`src/rtl/uart_pkg.sv`:
```
// rtl/uart_pkg.sv - shared UART types and defaults for the rx (and future tx) path
package uart_pkg;

    localparam int UART_OVERSAMPLE = 8;

    typedef enum logic [2:0] {
        IDLE,
        START,
        DATA,
        PARITY,
        STOP,
        DONE,
        WAIT_IDLE
    } uart_state_t;

endpackage

```
`src/rtl/uart_rx_if.sv`:
```
// rtl/uart_rx_if.sv - serial line, baud clock and host read handshake of the UART receiver
interface uart_rx_if #(
    parameter int DATA_BITS = 8
);
    logic                 baud_clk;
    logic                 rx;
    logic                 rd_en;
    logic [DATA_BITS-1:0] data_out;
    logic                 data_valid;
    logic                 parity_err;
    logic                 frame_err;
    logic                 overrun_err;
    logic                 busy;

    modport master (
        output baud_clk, rx, rd_en,
        input  data_out, data_valid, parity_err, frame_err, overrun_err, busy
    );

    modport slave (
        input  baud_clk, rx, rd_en,
        output data_out, data_valid, parity_err, frame_err, overrun_err, busy
    );
endinterface

```
`src/rtl/uart_rx_sync.sv`:
```
// rtl/uart_rx_sync.sv - rx two-flop synchroniser and baud_clk rising-edge tick
module uart_rx_sync (
    input  logic clk,
    input  logic reset,
    input  logic baud_clk,
    input  logic rx,
    output logic rx_s,
    output logic tick
);
    logic rx_meta;
    logic baud_d;

    // Sync flops reset to the idle-high line level so reset never looks like a start bit.
    always_ff @(posedge clk) begin
        if (!reset) begin
            rx_meta <= 1'b1;
            rx_s    <= 1'b1;
            baud_d  <= 1'b0;
            tick    <= 1'b0;
        end else begin
            rx_meta <= rx;
            rx_s    <= rx_meta;
            baud_d  <= baud_clk;
            tick    <= baud_clk & ~baud_d;
        end
    end
endmodule

```
`src/rtl/uart_rx.sv`:
```
// rtl/uart_rx.sv - oversampling UART receiver with held byte, read handshake and error flags
module uart_rx
    import uart_pkg::*;
#(
    parameter int DATA_BITS  = 8,
    parameter int OVERSAMPLE = UART_OVERSAMPLE,
    parameter int PARITY_EN  = 0,
    parameter int PARITY_ODD = 0
) (
    input  logic     clk,
    input  logic     reset,
    uart_rx_if.slave bus
);
    localparam int CW = $clog2(OVERSAMPLE) + 1;
    localparam int BW = $clog2(DATA_BITS) + 1;
    localparam logic [CW-1:0] CNT_HALF = CW'(OVERSAMPLE / 2);
    localparam logic [CW-1:0] CNT_LAST = CW'(OVERSAMPLE - 1);
    localparam logic [BW-1:0] BIT_LAST = BW'(DATA_BITS - 1);

    logic rx_s;
    logic tick;

    uart_rx_sync u_sync (
        .clk      (clk),
        .reset    (reset),
        .baud_clk (bus.baud_clk),
        .rx       (bus.rx),
        .rx_s     (rx_s),
        .tick     (tick)
    );

    uart_state_t          state, state_n;
    logic [CW-1:0]        cnt, cnt_n;
    logic [BW-1:0]        bit_cnt, bit_n;
    logic [DATA_BITS-1:0] shift, shift_n;
    logic                 perr, perr_n;
    logic                 ferr, ferr_n;

    logic [DATA_BITS-1:0] data_r;
    logic                 valid_r;
    logic                 perr_r;
    logic                 ferr_r;
    logic                 ovr_r;

    always_ff @(posedge clk) begin
        if (!reset) begin
            state   <= IDLE;
            cnt     <= '0;
            bit_cnt <= '0;
            shift   <= '0;
            perr    <= 1'b0;
            ferr    <= 1'b0;
        end else begin
            state   <= state_n;
            cnt     <= cnt_n;
            bit_cnt <= bit_n;
            shift   <= shift_n;
            perr    <= perr_n;
            ferr    <= ferr_n;
        end
    end

    always_comb begin
        state_n = state;
        cnt_n   = cnt;
        bit_n   = bit_cnt;
        shift_n = shift;
        perr_n  = perr;
        ferr_n  = ferr;
        case (state)
            IDLE: begin
                if (tick && !rx_s) begin
                    state_n = START;
                    cnt_n   = CW'(1);
                end
            end
            START: begin
                // Re-check the line half a bit after the edge to reject glitches.
                if (tick) begin
                    if (cnt == CNT_HALF) begin
                        cnt_n = '0;
                        bit_n = '0;
                        state_n = rx_s ? IDLE : DATA;
                    end else begin
                        cnt_n = cnt + CW'(1);
                    end
                end
            end
            DATA: begin
                if (tick) begin
                    if (cnt == CNT_LAST) begin
                        cnt_n   = '0;
                        shift_n = {rx_s, shift[DATA_BITS-1:1]};
                        if (bit_cnt == BIT_LAST) begin
                            bit_n   = '0;
                            perr_n  = 1'b0;
                            state_n = (PARITY_EN != 0) ? PARITY : STOP;
                        end else begin
                            bit_n = bit_cnt + BW'(1);
                        end
                    end else begin
                        cnt_n = cnt + CW'(1);
                    end
                end
            end
            PARITY: begin
                if (tick) begin
                    if (cnt == CNT_LAST) begin
                        cnt_n   = '0;
                        perr_n  = ((^shift) ^ rx_s) != (PARITY_ODD != 0);
                        state_n = STOP;
                    end else begin
                        cnt_n = cnt + CW'(1);
                    end
                end
            end
            STOP: begin
                if (tick) begin
                    if (cnt == CNT_LAST) begin
                        cnt_n   = '0;
                        ferr_n  = ~rx_s;
                        state_n = DONE;
                    end else begin
                        cnt_n = cnt + CW'(1);
                    end
                end
            end
            // A framing error usually means a break; wait for the line to recover.
            DONE:      state_n = ferr ? WAIT_IDLE : IDLE;
            WAIT_IDLE: if (rx_s) state_n = IDLE;
            default:   state_n = IDLE;
        endcase
    end

    always_ff @(posedge clk) begin
        if (!reset) begin
            data_r  <= '0;
            valid_r <= 1'b0;
            perr_r  <= 1'b0;
            ferr_r  <= 1'b0;
            ovr_r   <= 1'b0;
        end else if (state == DONE) begin
            data_r  <= shift;
            perr_r  <= perr & (PARITY_EN != 0);
            ferr_r  <= ferr;
            valid_r <= 1'b1;
            if (bus.rd_en && valid_r) begin
                ovr_r <= 1'b0;
            end else if (valid_r) begin
                ovr_r <= 1'b1;
            end
        end else if (bus.rd_en && valid_r) begin
            valid_r <= 1'b0;
            ovr_r   <= 1'b0;
        end
    end

    assign bus.data_out    = data_r;
    assign bus.data_valid  = valid_r;
    assign bus.parity_err  = perr_r;
    assign bus.frame_err   = ferr_r;
    assign bus.overrun_err = ovr_r;
    assign bus.busy        = (state != IDLE);
endmodule

```
`src/flat_wrapper.sv`:
```
// flat-port wrapper written by rule: the top's interface ports become plain ports
module uart_rx_flat import uart_pkg::*;
#(
    parameter int DATA_BITS  = 8,
    parameter int OVERSAMPLE = UART_OVERSAMPLE,
    parameter int PARITY_EN  = 0,
    parameter int PARITY_ODD = 0
)
  (clk, reset, bus_baud_clk, bus_rx, bus_rd_en, bus_data_out, bus_data_valid, bus_parity_err, bus_frame_err, bus_overrun_err, bus_busy);
  uart_rx_if #(.DATA_BITS(DATA_BITS)) bus_i ();
  input  logic clk;
  input  logic reset;
  input wire logic [$bits(bus_i.baud_clk)-1:0] bus_baud_clk;
  input wire logic [$bits(bus_i.rx)-1:0] bus_rx;
  input wire logic [$bits(bus_i.rd_en)-1:0] bus_rd_en;
  output wire logic [$bits(bus_i.data_out)-1:0] bus_data_out;
  output wire logic [$bits(bus_i.data_valid)-1:0] bus_data_valid;
  output wire logic [$bits(bus_i.parity_err)-1:0] bus_parity_err;
  output wire logic [$bits(bus_i.frame_err)-1:0] bus_frame_err;
  output wire logic [$bits(bus_i.overrun_err)-1:0] bus_overrun_err;
  output wire logic [$bits(bus_i.busy)-1:0] bus_busy;
  assign bus_i.baud_clk = bus_baud_clk;
  assign bus_i.rx = bus_rx;
  assign bus_i.rd_en = bus_rd_en;
  assign bus_data_out = bus_i.data_out;
  assign bus_data_valid = bus_i.data_valid;
  assign bus_parity_err = bus_i.parity_err;
  assign bus_frame_err = bus_i.frame_err;
  assign bus_overrun_err = bus_i.overrun_err;
  assign bus_busy = bus_i.busy;
  uart_rx #(.DATA_BITS(DATA_BITS), .OVERSAMPLE(OVERSAMPLE), .PARITY_EN(PARITY_EN), .PARITY_ODD(PARITY_ODD)) u_core (.clk(clk), .reset(reset), .bus(bus_i));
endmodule
```
`config.mk`:
```
export PLATFORM = sky130hd
export DESIGN_NAME = uart_rx_flat
export DESIGN_NICKNAME = d
export VERILOG_FILES = /design/src/rtl/uart_pkg.sv /design/src/rtl/uart_rx_if.sv /design/src/rtl/uart_rx_sync.sv /design/src/rtl/uart_rx.sv /design/src/flat_wrapper.sv
export SDC_FILE = /design/constraint.sdc
export NUM_CORES = 1
export LEC_CHECK = 0
export ABC_AREA = 1
export CAP_MARGIN = 20
export CORE_ASPECT_RATIO = 0.5
export CORE_MARGIN = 5
export CORE_UTILIZATION = 54
export DETAILED_ROUTE_END_ITERATION = 10
export PLACE_DENSITY = 0.87
export SLEW_MARGIN = 20
export SYNTH_ARGS = -nofsm -noshare
export SYNTH_HDL_FRONTEND = slang
export SYNTH_SLANG_ARGS = --single-unit
```
`constraint.sdc`:
```
create_clock -name clk -period 1.6 [get_ports clk]
set_input_delay 0.24 -clock clk [delete_from_list [all_inputs] [get_ports clk]]
set_output_delay 0.24 -clock clk [all_outputs]
set_load 0.01 [all_outputs]
```
== After elaboration in Yosys (flattened, before gate mapping) ==
Index checks and enable logic that the tools add are counted.
Word-level totals
  register bits after elaboration: 35
  input bits: 5
  output and inout port bits: 13
  word-level logic and storage cells: 86
Operators by class
  add/subtract/negate cells: 2
  equality and inequality tests: 21
  multiplexer cells: 31
  bitwise logic cells: 3
  reductions and logical operators: 16
Operators by type and width (number)
  $mux W4: 10
  $mux W3: 12
  $pmux W3 S7: 1
  $ne A2 B1 Y1 const B: 7
  $eq A4 B3 Y1 const B: 3
  $pmux W4 S3: 1
  $reduce_and A11 Y1: 1
  $ne A2 B2 Y1 const B: 5
  $eq A3 B3 Y1 const B: 3
  $add A4 B1 Y4 const B: 2
  $pmux W4 S2: 1
  $eq A3 B2 Y1 const B: 2
  $reduce_and A3 Y1: 2
  $reduce_bool A2 Y1: 3
  $reduce_bool A3 Y1: 2
  $mux W1: 5
  $reduce_and A5 Y1: 1
  $reduce_and A4 Y1: 1
  $eq A3 B1 Y1 const B: 1
  $logic_not A3 Y1: 1
  $reduce_or A3 Y1: 1
  $logic_and A1 B1 Y1: 2
  $mux W2: 1
  $not A1 Y1: 2
  other kinds (3): 3

== Depth between registers and ports, before layout ==
Gate-level depths: netlist (run 1).
  word-level depth: 5
  gate-level depth with buffers: 10
  depth with buffers taken out: 10

== By module ==
From an unflattened synthesis (run 1), not the netlist that was laid out.
Unflattened totals
  cell total of the unflattened synthesis: 220
  area, all modules: 1612.8 sq um
By module, submodules not included
  uart_rx: instances 1, cells an instance 209, area each 1503.9 sq um, sequential area each 620.6 sq um
  uart_rx_sync: instances 1, cells an instance 11, area each 108.9 sq um, sequential area each 80.1 sq um

== Worst setup path before layout (run 1) ==
Ideal clock, no wire load.
  path kind: register to register
  start point: register u_core.cnt[0]
  end point: register u_core.state[0]
  library setup time: 0.113 ns
  data arrival time: 1.215 ns
  required time: 1.487 ns
  slack: 0.272 ns
  cell stages (with the launch flop): 9
  buffers on the path: 0
  period minus slack after synthesis: 1.328 ns
  cells stage by stage: dfxtp_1 ha_1 nand4_1 nand2_1 nand2_1 nor2_2 nand2_2 nor2_1 nor2_1
Between the ends
  word-level cells in the longest chain between the ends: 3
  elaborated cells between the ends (all ways): 7
  classes of those cells: eq/ne: 6; reduce/logical: 1
RTL lines
  start, declared: line uart_rx.sv:33  | logic [CW-1:0] cnt, cnt_n;
  start signal, assigned: line uart_rx.sv:55  | cnt <= cnt_n;
  $eq A4 B3 Y1 (on tied branches)
  $ne A2 B1 Y1 (no line)
  $reduce_and A11 Y1 (no line) *
  end signal, assigned: line uart_rx.sv:54  | state <= state_n;
  end, declared: line uart_rx.sv:32  | uart_state_t state, state_n;
Every way passes the cells marked *; elsewhere a longest branch is shown, timed or not.
A chain may end at the register's enable or synchronous reset.

== Final worst setup path (run 1) ==
  start point: register u_core.state[0]
  end point: output bus_busy
Between the ends
  word-level cells in the longest chain between the ends: 1
RTL lines
  $reduce_bool A3 Y1: line uart_rx.sv:163  | assign bus.busy = (state != IDLE);
  end, declared: line flat_wrapper.sv:21  | output wire logic [$bits(bus_i.busy)-1:0] bus_busy;
No other way between the ends.

==> results by group, run 1 <==
Outcome
  • Run status: complete, no violations

Synth
  • Seq/Total Area, Yosys: 44.62%
  • FF+latch count, synth: 35
  • Net count after synthesis: 223
  • Syn Inst Count: 215
  • Syn_area_per_cell: 7.304 µm²
  • Ranking of synthesized cells by area: dfxtp_1 (45%), nand2_1 (11%), nor2_1 (7.4%)
  • Synthesized cell area: 1570 µm²
  • Synth warnings: 0
  • Share of Yosys cell area claimed by the top area cell type: 44.62%
  • Area leader, netlist: dfxtp_1
  • Distinct cells, synth: 25

Worst hold path
  • Worst hold path type: reg2reg
  • Hold Startpoint: u_core.u_sync.baud_d

Setup path
  • CP max FO: 4
  • WS Path Type: reg2out
  • FF-to-FF Start: u_core.state[0]
  • CP Cell Sequence: inv_2 > nand2_1 > nor2_1 > inv_1 > dlygate4sd2_1
  • Max stage delay on crit path: 0.33 ns
  • Worst Path Arrival: 1.25 ns
  • CP Launch Type: register
  • CP Capture Type: output pin
  • Crit path launch: u_core.state[0]
  • Worst Path Required: 1.36 ns
  • Worst path slowest cell: dfxtp_1

Clock tree
  • H-tree levels: 2
  • Clock transition at the registers of the reported paths: 0.07 ns
  • CTS sink count: 35
  • Clock buffer count from CTS: 5
  • Root Driver: clkbuf_8
  • Clock latency on the worst-skew pair: 0.29 ns
  • CTS Buffer Depth: 2
  • CTS tree: yes
  • CTS Hold Bufs: 0

Final layout
  • Fin cells: 279
  • Share of layout cells above drive strength 1: 17.77%
  • ANT cells: 0
  • Area grow syn2layout: 21.91%
  • Final Util: 71.33%
  • Final Net Count: 249
  • Most common cell after layout, fill and taps aside: nand2_1
  • Commonest cells after routing, fill and taps aside: nand2_1 (47), dfxtp_1 (33), nor2_1 (31), a21oi_1 (20)

Timing
  • Worst hold slack: 0.3960 ns
  • Hold Fails Final Rpt: 0
  • Final slew viol count: 0
  • RSZ-0062 raised after global routing: false
  • Final setup viols: 0
  • Period utilization: 93.00%
  • Worst Skew: 0.004846 ns
  • Fin Setup TNS: 0 ns
  • Max Fclk: 672.0 MHz
  • Min Tclk post-route: 1.488 ns

Routing
  • Routed len/inst: 12.24 µm
  • DRC Markers: 0
  • Vias per inst: 5.208
  • Final wirelength: 3416 µm
  • Pre-antenna DRT Iters: 4
  • Total number of vias: 1453
  • Drt initial violations: 100
  • Post-DRT Antenna Nets: 0

Global route
  • Largest net degree at the start of global routing: 18
  • First-pass GRT wire length: 5789 µm
  • Initial antenna violation count: 0
  • GRT Total Usage: 18.23%
  • Vias in the first global route: 1355
  • GRT overflow: 0

Floorplan
  • Die Ht: 48.13 µm
  • Starting Density: 58.51%
  • Cell Rows: 13
  • Core ar.: 2684 µm²
  • Die width: 86.26 µm
  • Die area: 4152 µm²
  • # IOs: 18

Power and ir drop
  • Leak: 0.8197 nW
  • Total power: 2.576 mW
  • P per Cell Area: 1346 nW/µm²
  • Max VDD drop: 0.6496 mV

Placement
  • Final HPWL DP: 2338 µm
  • PortBufs: 16
  • Final Wtd Congestion: 0.9435
  • Placed Instances: 270

Flow run
  • Max_cap viols: 0
[metal layers]
layer / part of all wire (%) / up-vias / global-route usage (%)
li1: - / 744 / -
met1: 45 / 678 / 21.19
met2: 50 / 26 / 33.54
met3: 3.7 / 5 / 4.553
met4: 1.1 / 0 / 8.385
met5: 0 / - / 0
[sequential cells by signal, summed over array words and instances (netlist names)]
register and count:
u_core.bus.frame_err 1, u_core.shift 8, u_core.ferr 1, u_core.bus.overrun_err 1
u_core.state 3, u_core.cnt 4, u_core.u_sync.rx_meta 1, u_core.u_sync.tick 1
u_core.bit_cnt 4, u_core.u_sync.rx_s 1, u_core.bus.data_out 8, u_core.bus.data_valid 1
u_core.u_sync.baud_d 1
[metrics by stage]
stage	cell area (µm²)	setup slack (ns)
3_3_place_gp	1794	0.2070
2_1_floorplan	1570	0.2724
4_1_cts	1892	0.05708
6_report	1914	0.1119
3_5_place_dp	1794	0.1254
5_1_grt	1914	0.03766
[critical path, delay by kind of cell, from the launching register on]
| family | cells | cell delay [ns] |
|---|---|---|
| flip-flops | 1 | 0.33 |
| AND/OR/NAND/NOR | 2 | 0.20 |
| buffers and inverters | 3 | 0.43 |
[synth_stat cells]
master	number
buf_2	1
nand3_2	3
nand2_2	8
ha_1	3
nand4_1	2
inv_1	15
and2_2	1
nor2_2	3
dfxtp_1	35
nor3b_2	1
o21ai_1	2
o21ai_0	15
nand3_1	13
nor2_4	2
o21bai_1	1
nand2_1	47
nor2_1	31
buf_4	1
conb_1	1
inv_2	5
buf_6	1
a21oi_1	20
xor2_1	1
or2_2	2
clkbuf_1	1
[worst paths after layout]
check / to / depth (start not counted) / slack (ns)
setup / recovery: bus_busy / 5 / 0.11
hold / removal: u_core.u_sync.tick / 1 / 0.40
setup reg to reg: u_core.cnt[3] / 9 / 0.18
hold reg to reg: u_core.u_sync.tick / 1 / 0.40
[cells by family after synthesis]
logic type	share of synthesized area (%)
DFF	44.62
adders and majority gates	2.391
buffers and inverters	6.533
and+or+nand+nor	33.39
AOI/OAI and AO/OA	12.27
xor gates and xnor gates	0.5579
other	0.2388
[repair_timing]
item | 4_1_cts | 5_1_grt
endpoints found under the setup margin | 1 | 11
resized for setup | 1 | 4
buffers inserted | 0 | 1
[layout make-up]
| cell class | instances | area (µm²) |
|---|---|---|
| Timing Repair Buffer | 23 | 211.5 |
| Clock buffer | 6 | 82.58 |
| Multi-Input combinational cell | 156 | 779.5 |
| Tap cell | 37 | 46.29 |
| Clock inverter | 2 | 16.27 |
| Fill cell | 199 | 769.5 |
| Sequential cell | 35 | 703.2 |
| Inverter | 20 | 75.07 |
[where the power goes]
group	total, mW	switching (mW)	internal, mW
combinational	0.918	0.599	0.318
sequential	0.981	0.0526	0.929
clock	0.677	0.326	0.351
total	2.58	0.978	1.60
(Power assumes the default switching activity.)
==> run 2, diff against run 1 <==
- CORE_UTILIZATION: 54 -> 58
- GPL_TIMING_DRIVEN: unset -> 0
- PLACE_DENSITY: 0.87 -> 0.92
- clock period: 1.6 -> 1.9 ns (I/O delays scaled with it)
==> run 2 against run 1 <==
  * Hold slack lost 0.012 ns
  * Sequential share of layout area grew 0.99 points
  * Highest routed layer unchanged
  * Wire length shrank 8.8%
  * First-iteration DRC count shrank 19%
  * Critical path type unchanged
==> results by group, run 2 (synthesis gave the netlist of run 1 again) <==
Timing
  • Max Fclk: 545.9 MHz
  • Hold Fails Final Rpt: 0
  • Min Tclk post-route: 1.832 ns
  • Final setup margin: 0.06819 ns
  • Slew @ Worst Pin: 0.5262 ns
  • Worst Skew: 0.003395 ns
  • Fin Setup TNS: 0 ns
  • Worst slew margin: 64.92%
  • Final setup viols: 0
  • Worst hold slack: 0.3845 ns
  • RSZ-0062 raised after global routing: false
  • Final slew viol count: 0
  • Period utilization: 96.41%

Global route
  • GRT overflow: 0
  • First-pass GRT wire length: 5409 µm
  • Largest net degree at the start of global routing: 13
  • Initial antenna violation count: 0
  • Vias in the first global route: 1275
  • GRT Total Usage: 17.49%

Routing
  • Detail Route met2 WL: 1456 µm
  • Drt initial violations: 81
  • Post-DRT Antenna Nets: 0
  • Pre-antenna DRT Iters: 4
  • Total number of vias: 1451
  • Vias per inst: 5.257
  • Routed len/inst: 11.29 µm
  • DR WL met3: 148 µm
  • Max Used Layer: met4
  • Final wirelength: 3116 µm
  • Met1 wire length: 1470 µm
  • DRC Markers: 0

Power and ir drop
  • Total power: 2.122 mW
  • Max VDD drop: 0.8892 mV
  • P per Cell Area: 1134 nW/µm²
  • Leak: 0.7942 nW

Clock tree
  • Post-CTS Setup Repair Bufs: 0
  • CTS Buffer Depth: 2
  • Clock transition at the registers of the reported paths: 0.07 ns
  • Root Driver: clkbuf_8
  • CTS sink count: 35
  • CTS tree: yes
  • H-tree levels: 2
  • CTS Hold Bufs: 0
  • Clock buffer count from CTS: 5
  • Clock latency on the worst-skew pair: 0.28 ns

Placement
  • PortBufs: 16
  • Final HPWL DP: 2256 µm
  • Final Wtd Congestion: 0.9188
  • Placed inst area: 1777 µm²
  • Pre-CTS WS: 0.005041 ns
  • Placed Instances: 268

Setup path
  • CP Capture Type: output pin
  • Worst Path Arrival: 1.55 ns
  • WS Path Type: reg2out
  • Reg2Reg Depth: 9
  • CP max FO: 6
  • Worst Path Required: 1.62 ns
  • CP Launch Type: register

Final layout
  • Fin cells: 276
  • Commonest cells after routing, fill and taps aside: nand2_1 (47), dfxtp_1 (33), nor2_1 (31), a21oi_1 (20), clkdlybuf4s50_1 (16)
  • Share of layout cells above drive strength 1: 15.90%
  • FF+latch area: 705.7 µm²
  • Final Net Count: 246
  • ANT cells: 0
  • Most common cell after layout, fill and taps aside: nand2_1
  • Layout Cell Area excl Fill: 1871 µm²
  • Multi-input logic area: 767.0 µm²
  • Final Util: 72.33%
  • Area grow syn2layout: 19.12%
  • Fill cells: 188

Flow run
  • Max_cap viols: 0

Floorplan
  • # IOs: 18
  • Die Ht: 46.79 µm
  • Die area: 3911 µm²
  • Core ar.: 2586 µm²
  • Die width: 83.59 µm
  • Starting Density: 60.72%
  • Cell Rows: 13

Worst hold path
  • Worst hold path type: reg2reg
  • Hold Path Depth: 1

Outcome
  • Run status: complete, no violations
==> run 2: cell count changes in the layout (fill, tap and decap cells not counted), sizes merged <==
cell	previous run	this run
buf	7	3
clkdlybuf4s50	15	16
clkinvlp	1	2
dlygate4sd2	1	0
==> run 2: layout make-up <==
type	instances	share of cell area [%]
multi-input combinational	156	41.00
timing repair buffer	16	8.562
clock inverter	3	1.070
clock buffer	5	3.679
sequential	35	37.73
tap	37	2.475
buffer	4	1.472
inverter	20	4.013
==> run 2: final timing paths <==
kind,startpoint,to,slack [ns]
worst max-delay path,u_core.state[0],bus_busy,0.07
worst min-delay path,u_core.u_sync.baud_d,u_core.u_sync.tick,0.38
worst max register to register,u_core.cnt[0],u_core.state[1],0.26
worst min register to register,u_core.u_sync.baud_d,u_core.u_sync.tick,0.38
==> run 2: repair_timing <==
item                                    4_1_cts  5_1_grt
endpoints found under the setup margin        1        1
pin swaps                                     0        0
gates resized for setup                       2        1
==> run 2: power breakdown <==
group          switching [mW]  internal, mW  leakage (nW)  total [mW]
clock                   0.266         0.255        0.0402       0.520
sequential             0.0719         0.790         0.285       0.861
combinational           0.481         0.259         0.469       0.740
total                   0.819          1.30         0.794        2.12
==> run 2: worst max-delay path: stages, from the launching register on <==
cell and delay [ns]:
dfxtp_2 0.41, inv_2 0.08, nand2_1 0.09, nor2_1 0.06, inv_1 0.09, clkdlybuf4s50_1 0.53
==> run 2: metal layers <==
metal,GRT usage [%],vias up
met5,0,-
met3,4.378,5
li1,-,731
met1,21.49,683
met2,31.60,32
met4,5.769,0
==> run 3, diff against run 2 <==
- HOLD_SLACK_MARGIN: unset -> 0.06
==> results of run 3 <==
Final layout, timing and power as in run 2 (identical DEF).
